===== config.mk =====
export PLATFORM = sky130hd
export DESIGN_NAME = udma_uart_rx_ovs
export DESIGN_NICKNAME = d
export VERILOG_FILES = /design/src/rtl/udma_uart_rx_ovs.sv
export SDC_FILE = /design/constraint.sdc
export NUM_CORES = 1
export LEC_CHECK = 0
export ABC_AREA = 1
export BUFFER_PORTS_ARGS = -buffer_cell sky130_fd_sc_hd__buf_2
export CAP_MARGIN = 20
export CORE_ASPECT_RATIO = 0.7
export CORE_MARGIN = 10
export CORE_UTILIZATION = 40
export DETAILED_ROUTE_END_ITERATION = 8
export PLACE_DENSITY = 0.56
export SLEW_MARGIN = 0
export SYNTH_ARGS = -nofsm -noshare
export SYNTH_HDL_FRONTEND = slang
export SYNTH_SLANG_ARGS = --single-unit

===== constraint.sdc =====
create_clock -name clk_i -period 4.35 [get_ports clk_i]
set_input_delay 0.435 -clock clk_i [delete_from_list [all_inputs] [get_ports clk_i]]
set_output_delay 0.435 -clock clk_i [all_outputs]
set_load 0.03 [all_outputs]

===== src/rtl/udma_uart_rx_ovs.sv =====
// 16x oversampled UART receiver with majority-vote sampling, configurable framing,
// break/frame/parity/idle-timeout detection and a first-word-fall-through byte FIFO.
module udma_uart_rx_ovs #(
  parameter int FIFO_DEPTH    = 8,
  parameter int DIV_WIDTH     = 16,
  parameter int TIMEOUT_WIDTH = 8
) (
  input  logic                          clk_i,
  input  logic                          rst_i,
  input  logic                          rx_i,
  input  logic                          cfg_en_i,
  input  logic [DIV_WIDTH-1:0]          cfg_div_i,
  input  logic [1:0]                    cfg_bits_i,
  input  logic [2:0]                    cfg_parity_i,
  input  logic                          cfg_stop_bits_i,
  input  logic [TIMEOUT_WIDTH-1:0]      cfg_timeout_i,
  input  logic                          cfg_clr_i,
  output logic [7:0]                    rx_data_o,
  output logic                          rx_valid_o,
  input  logic                          rx_ready_i,
  output logic [$clog2(FIFO_DEPTH):0]   fifo_level_o,
  output logic                          busy_o,
  output logic                          char_event_o,
  output logic                          err_parity_o,
  output logic                          err_frame_o,
  output logic                          err_overflow_o,
  output logic                          break_o,
  output logic                          timeout_o
);
  localparam int AW = $clog2(FIFO_DEPTH);
  localparam int LW = AW + 1;
  localparam int IW = TIMEOUT_WIDTH + 4;

  typedef enum logic [2:0] {IDLE, START, DATA, PARITY, STOP, STOP2, BRK_WAIT} state_e;

  logic                 rx_s1_q, rx_s2_q, rx_last_q;
  logic                 samp7_q, samp7_d, samp8_q, samp8_d;
  logic [DIV_WIDTH-1:0] div_cnt_q, div_cnt_d;
  logic [3:0]           tick_cnt_q, tick_cnt_d;
  state_e               state_q, state_d;
  logic [2:0]           bit_cnt_q, bit_cnt_d;
  logic [7:0]           data_q, data_d;
  logic                 par_bit_q, par_bit_d;
  logic                 stop1_bad_q, stop1_bad_d;
  logic [IW-1:0]        idle_cnt_q, idle_cnt_d;
  logic                 to_fired_q, to_fired_d;
  logic [AW-1:0]        wr_ptr_q, wr_ptr_d, rd_ptr_q, rd_ptr_d;
  logic [LW-1:0]        count_q, count_d;
  logic [7:0]           mem_q [0:FIFO_DEPTH-1];
  logic                 char_ev_q, char_ev_d, perr_q, perr_d, ferr_q, ferr_d;
  logic                 ovf_q, ovf_d, brk_q, brk_d, to_q, to_d;

  logic       tick, mid, vote, start_edge;
  logic       resolve, stop_bad, push_req, par_exp;
  logic       pop, push, full;
  logic [2:0] last_bit;

  assign tick       = (div_cnt_q >= cfg_div_i);
  assign mid        = tick && (tick_cnt_q == 4'd9);
  assign vote       = (samp7_q & samp8_q) | (samp7_q & rx_s2_q) | (samp8_q & rx_s2_q);
  assign start_edge = cfg_en_i && (state_q == IDLE) && rx_last_q && !rx_s2_q;
  assign last_bit   = {1'b0, cfg_bits_i} + 3'd4;

  // Oversample timing free-runs, but is re-phased on every start edge.
  always_comb begin
    div_cnt_d  = (start_edge || tick) ? '0 : div_cnt_q + DIV_WIDTH'(1);
    tick_cnt_d = start_edge ? 4'd0 : (tick ? tick_cnt_q + 4'd1 : tick_cnt_q);
    samp7_d    = (tick && tick_cnt_q == 4'd7) ? rx_s2_q : samp7_q;
    samp8_d    = (tick && tick_cnt_q == 4'd8) ? rx_s2_q : samp8_q;
  end

  always_comb begin
    case (cfg_parity_i[1:0])
      2'b00:   par_exp = ^data_q;
      2'b01:   par_exp = ~^data_q;
      2'b10:   par_exp = 1'b1;
      default: par_exp = 1'b0;
    endcase
  end

  always_comb begin
    state_d     = state_q;
    bit_cnt_d   = bit_cnt_q;
    data_d      = data_q;
    par_bit_d   = par_bit_q;
    stop1_bad_d = stop1_bad_q;
    resolve     = 1'b0;
    stop_bad    = 1'b0;
    case (state_q)
      IDLE: if (start_edge) begin
        state_d     = START;
        bit_cnt_d   = '0;
        data_d      = '0;
        par_bit_d   = 1'b0;
        stop1_bad_d = 1'b0;
      end
      START: if (mid) state_d = vote ? IDLE : DATA;
      DATA: if (mid) begin
        data_d[bit_cnt_q] = vote;
        if (bit_cnt_q == last_bit) state_d = cfg_parity_i[2] ? PARITY : STOP;
        else                       bit_cnt_d = bit_cnt_q + 3'd1;
      end
      PARITY: if (mid) begin
        par_bit_d = vote;
        state_d   = STOP;
      end
      STOP: if (mid) begin
        if (cfg_stop_bits_i) begin
          stop1_bad_d = ~vote;
          state_d     = STOP2;
        end else begin
          resolve  = 1'b1;
          stop_bad = ~vote;
        end
      end
      STOP2: if (mid) begin
        resolve  = 1'b1;
        stop_bad = stop1_bad_q | ~vote;
      end
      BRK_WAIT: if (rx_s2_q) state_d = IDLE;
      default: state_d = IDLE;
    endcase
    if (resolve) state_d = stop_bad ? BRK_WAIT : IDLE;
    if (!cfg_en_i) begin
      state_d = IDLE;
      resolve = 1'b0;
    end
  end

  always_comb begin
    push_req  = resolve && !stop_bad;
    brk_d     = resolve && stop_bad && (data_q == 8'h00) && !(cfg_parity_i[2] && par_bit_q);
    ferr_d    = resolve && stop_bad && !brk_d;
    perr_d    = push_req && cfg_parity_i[2] && (par_bit_q != par_exp);
    char_ev_d = push_req;
    full      = (count_q == LW'(FIFO_DEPTH));
    pop       = (count_q != '0) && rx_ready_i && !cfg_clr_i;
    push      = push_req && !cfg_clr_i && (!full || pop);
    ovf_d     = push_req && !cfg_clr_i && full && !pop;
    if (cfg_clr_i) begin
      count_d  = '0;
      wr_ptr_d = '0;
      rd_ptr_d = '0;
    end else begin
      count_d  = count_q + LW'(push) - LW'(pop);
      wr_ptr_d = push ? wr_ptr_q + AW'(1) : wr_ptr_q;
      rd_ptr_d = pop  ? rd_ptr_q + AW'(1) : rd_ptr_q;
    end
  end

  // Idle timer counts ticks while idle with data waiting; fires once per idle stretch.
  always_comb begin
    idle_cnt_d = idle_cnt_q;
    to_fired_d = to_fired_q;
    to_d       = 1'b0;
    if (state_q != IDLE || count_q == '0 || start_edge) begin
      idle_cnt_d = '0;
      to_fired_d = 1'b0;
    end else if (tick && !to_fired_q && cfg_timeout_i != '0) begin
      idle_cnt_d = idle_cnt_q + IW'(1);
      if (idle_cnt_d == {cfg_timeout_i, 4'b0000}) begin
        to_d       = 1'b1;
        to_fired_d = 1'b1;
      end
    end
  end

  always_ff @(posedge clk_i or posedge rst_i) begin
    if (rst_i) begin
      rx_s1_q     <= 1'b1;
      rx_s2_q     <= 1'b1;
      rx_last_q   <= 1'b1;
      samp7_q     <= 1'b1;
      samp8_q     <= 1'b1;
      div_cnt_q   <= '0;
      tick_cnt_q  <= '0;
      state_q     <= IDLE;
      bit_cnt_q   <= '0;
      data_q      <= '0;
      par_bit_q   <= 1'b0;
      stop1_bad_q <= 1'b0;
      idle_cnt_q  <= '0;
      to_fired_q  <= 1'b0;
      wr_ptr_q    <= '0;
      rd_ptr_q    <= '0;
      count_q     <= '0;
      char_ev_q   <= 1'b0;
      perr_q      <= 1'b0;
      ferr_q      <= 1'b0;
      ovf_q       <= 1'b0;
      brk_q       <= 1'b0;
      to_q        <= 1'b0;
    end else begin
      rx_s1_q     <= rx_i;
      rx_s2_q     <= rx_s1_q;
      rx_last_q   <= rx_s2_q;
      samp7_q     <= samp7_d;
      samp8_q     <= samp8_d;
      div_cnt_q   <= div_cnt_d;
      tick_cnt_q  <= tick_cnt_d;
      state_q     <= state_d;
      bit_cnt_q   <= bit_cnt_d;
      data_q      <= data_d;
      par_bit_q   <= par_bit_d;
      stop1_bad_q <= stop1_bad_d;
      idle_cnt_q  <= idle_cnt_d;
      to_fired_q  <= to_fired_d;
      wr_ptr_q    <= wr_ptr_d;
      rd_ptr_q    <= rd_ptr_d;
      count_q     <= count_d;
      char_ev_q   <= char_ev_d;
      perr_q      <= perr_d;
      ferr_q      <= ferr_d;
      ovf_q       <= ovf_d;
      brk_q       <= brk_d;
      to_q        <= to_d;
    end
  end

  always_ff @(posedge clk_i) begin
    if (push) mem_q[wr_ptr_q] <= data_q;
  end

  assign rx_valid_o     = (count_q != '0);
  assign rx_data_o      = rx_valid_o ? mem_q[rd_ptr_q] : 8'h00;
  assign fifo_level_o   = count_q;
  assign busy_o         = (state_q != IDLE);
  assign char_event_o   = char_ev_q;
  assign err_parity_o   = perr_q;
  assign err_frame_o    = ferr_q;
  assign err_overflow_o = ovf_q;
  assign break_o        = brk_q;
  assign timeout_o      = to_q;
endmodule


==> impl_metrics.json <==
{
  "die_h_um": 130,
  "worst_ep_arrival_time_ns": 3.32,
  "first_iter_violations": 443,
  "tritoncts": "built",
  "layout-drive-gt1-share": 0.143,
  "antenna_found_initial": 0,
  "core_area_um2": 16600,
  "met1_length_um": 8150,
  "criticalPathCategory": "flop to flop",
  "clock_path_buffers": 2,
  "grt_pass1_wl_um": 26700,
  "start_util": 0.414,
  "worstMarginPinSlew_ns": 0.909,
  "n_fill_cell": 1554,
  "syn-num-nets": 824,
  "fp-row-count": 39,
  "syn_avg_cell_area_um2": 9.11,
  "dr_total_vias": 5368,
  "setup-violations-final": 0,
  "hold_path_end": "rx_s1_q",
  "ys_warn_count": 0,
  "outcome": "complete, no violations",
  "grt_pass1_vias": 5146,
  "cts-resized-gates": 0,
  "synth_top_area_frac": 0.280,
  "seqCellArea_um2": 3680,
  "holdPathStages": 1,
  "yosys.cell_types.count": 42,
  "wl_um": 16300,
  "setup_tns_ns": 0,
  "diodes": 0,
  "route.met3.wl_um": 1040,
  "worst_setup_path_start_kind": "flop",
  "pin_count": 56,
  "cts_root_buffer": "clkbuf_16",
  "gr-total-overflow": 0,
  "critPathCaptureType": "flop",
  "reg2reg_from": "div_cnt_q[11]",
  "clkTransAtPathRegs_ns": 0.06,
  "finalWeightedCongestion": 0.845,
  "synthTopCellsByArea": "edfxtp_1 28%, dfrtp_1 24%, nor2_1 6.5%",
  "yosys_most_used_dff": "dfrtp_1",
  "fin_worst_skew_ns": 0.0160,
  "synth-edff-count": 64,
  "min_from": "rx_i",
  "synthTopCellsByCount": "119 x nor2_1, 108 x nand2_1, 85 x inv_1",
  "crit_required_ns": 4.39,
  "slew_headroom": 0.393,
  "hold_path_class": "input port to flop",
  "cap_violations": 0,
  "synth_most_common_cell": "nor2_1",
  "fin_nets": 889,
  "via_per_inst": 5.08,
  "multi_input_area_um2": 2770,
  "port-buffer-count": 55,
  "post_cts_buffers": 0,
  "grt_use_total": 0.147,
  "clock_latency_ns": 0.42,
  "yosysSeqAreaShare": 0.536,
  "hold_buffers": 0,
  "crit_fanout": 12,
  "p_per_area_nw_per_um2": 533,
  "wl_per_cell_um": 15.4,
  "post-route-period-util": 0.754,
  "htreeDepth": 4,
  "clock.fmax_ghz": 0.305,
  "top_layer": "met4",
  "dieArea_um2": 22900,
  "wl_met2_um": 6900,
  "area_growth_syn_to_layout_pct": 16.6,
  "rsz0062_at_grt": "no",
  "drtAntennaViolNets": 0,
  "drtPass1Iterations": 5,
  "drc": 0,
  "drv_slew": 0,
  "r2r-end": "mem_q[5][7]",
  "instances_no_fill": 1057,
  "syn_area_um2": 6870,
  "grt_max_degree": 42,
  "yosysTopAreaCell": "edfxtp_1",
  "dp_hpwl_um": 11700,
  "cts_sinks": 134,
  "die_w_um": 177,
  "async_flop_share": 0.522,
  "fin_crit_ns": 3.28,
  "ys_ff_latch": 134,
  "reg2reg_slack_ns": 1.07,
  "ir_worst_vdd_v": 0.000266,
  "placed_cells_incl_taps": 1025,
  "hold_viol_final": 0,
  "p_leak_nw": 3.59,
  "cts_made_buffers": 17,
  "synth_cells": 754,
  "ff2ff_path_depth": 9
}
cell families after synthesis:
kind of cell | after synthesis | synth area share
AO/OA/AOI/OAI | 143 | 0.112
XOR/XNOR | 24 | 0.0306
adder cells (fa/ha/maj) | 34 | 0.0630
buffers and inverters | 110 | 0.0608
flip-flops | 134 | 0.536
AND/OR/NAND/NOR | 309 | 0.198
state kept, by name, summed over array words and instances, names as in the netlist, 3 cells and up:
signal	cells
mem_q	64
div_cnt_q	16
idle_cnt_q	12
data_q	8
fifo_level_o	4
tick_cnt_q	4
bit_cnt_q	3
rd_ptr_q	3
state_q	3
wr_ptr_q	3
per-stage QoR:
step | total power, mW | area, um2 | util | hold WS [ns] | setup WS [ns]
finish | 4.27 | 8010 | 0.483 | 0.117 | 1.07
global route | 4.52 | 8010 | 0.483 | 0.103 | 0.799
CTS | 4.28 | 8010 | 0.483 | 0.0994 | 1.08
detailed placement | 2.86 | 7420 | 0.447 | 0.347 | 1.00
global placement | 2.84 | 7420 | 0.447 | 0.347 | 1.10
floorplan | 2.50 | 6870 | - | 0.345 | 1.57
routing by layer:
layer	up-vias	track usage
met1	2537	0.212
met5	-	0
met4	0	0.0439
met3	18	0.0432
li1	2671	-
met2	142	0.208
critical path: stages, from the launching register on:
cell     delay, ns
dfrtp_1       0.43
ha_1          0.34
nand2_1       0.06
o21ai_0       0.29
a21oi_1       0.11
nand2_1       0.39
nand4_4       0.16
nor2_4        0.23
nand4_2       0.17
nor2_1        0.71
where the power goes:
group          switching (mW)  internal [mW]
clock                   0.524          0.897
sequential              0.115           1.44
combinational           0.901          0.393
cell usage in the layout (no fill, tap or decap), types with 4 or more instances in the layout:
| cell | n |
|---|---|
| nor3_1 | 13 |
| clkbuf_16 | 19 |
| ha_1 | 33 |
| buf_4 | 8 |
| nand3_1 | 38 |
| a31oi_1 | 12 |
| clkinv_2 | 4 |
| dfrtp_1 | 65 |
| o21a_1 | 4 |
| nand4_1 | 9 |
| dfstp_2 | 5 |
| o22ai_1 | 12 |
| o21ai_0 | 82 |
| buf_2 | 55 |
| xnor2_1 | 8 |
| xor2_1 | 16 |
| inv_2 | 6 |
| a21oi_1 | 25 |
| inv_1 | 84 |
| nand2_1 | 108 |
| nor2_1 | 119 |
| edfxtp_1 | 64 |
worst max-delay path by stage:
stage,start,slack (ns),endpoint,cells past startpoint
floorplan,cfg_div_i[3],1.57,fifo_level_o[2],20
global placement,cfg_div_i[11],1.10,fifo_level_o[2],16
detailed placement,cfg_div_i[11],1.00,fifo_level_o[2],16
CTS,div_cnt_q[11],1.08,fifo_level_o[2],14
global route,div_cnt_q[11],0.80,fifo_level_o[2],14
finish,div_cnt_q[11],1.07,mem_q[5][7],9
area by class of cell:
| cell class | instances | share of cell area |
|---|---|---|
| flip-flops and latches | 134 | 0.459 |
| repair buffers | 63 | 0.0419 |
| well taps | 225 | 0.0351 |
| clock buffers | 25 | 0.0659 |
| multi-input cells | 510 | 0.346 |
| clock inverters | 7 | 0.00797 |
| inverters | 93 | 0.0436 |
(Power assumes the default switching activity.)
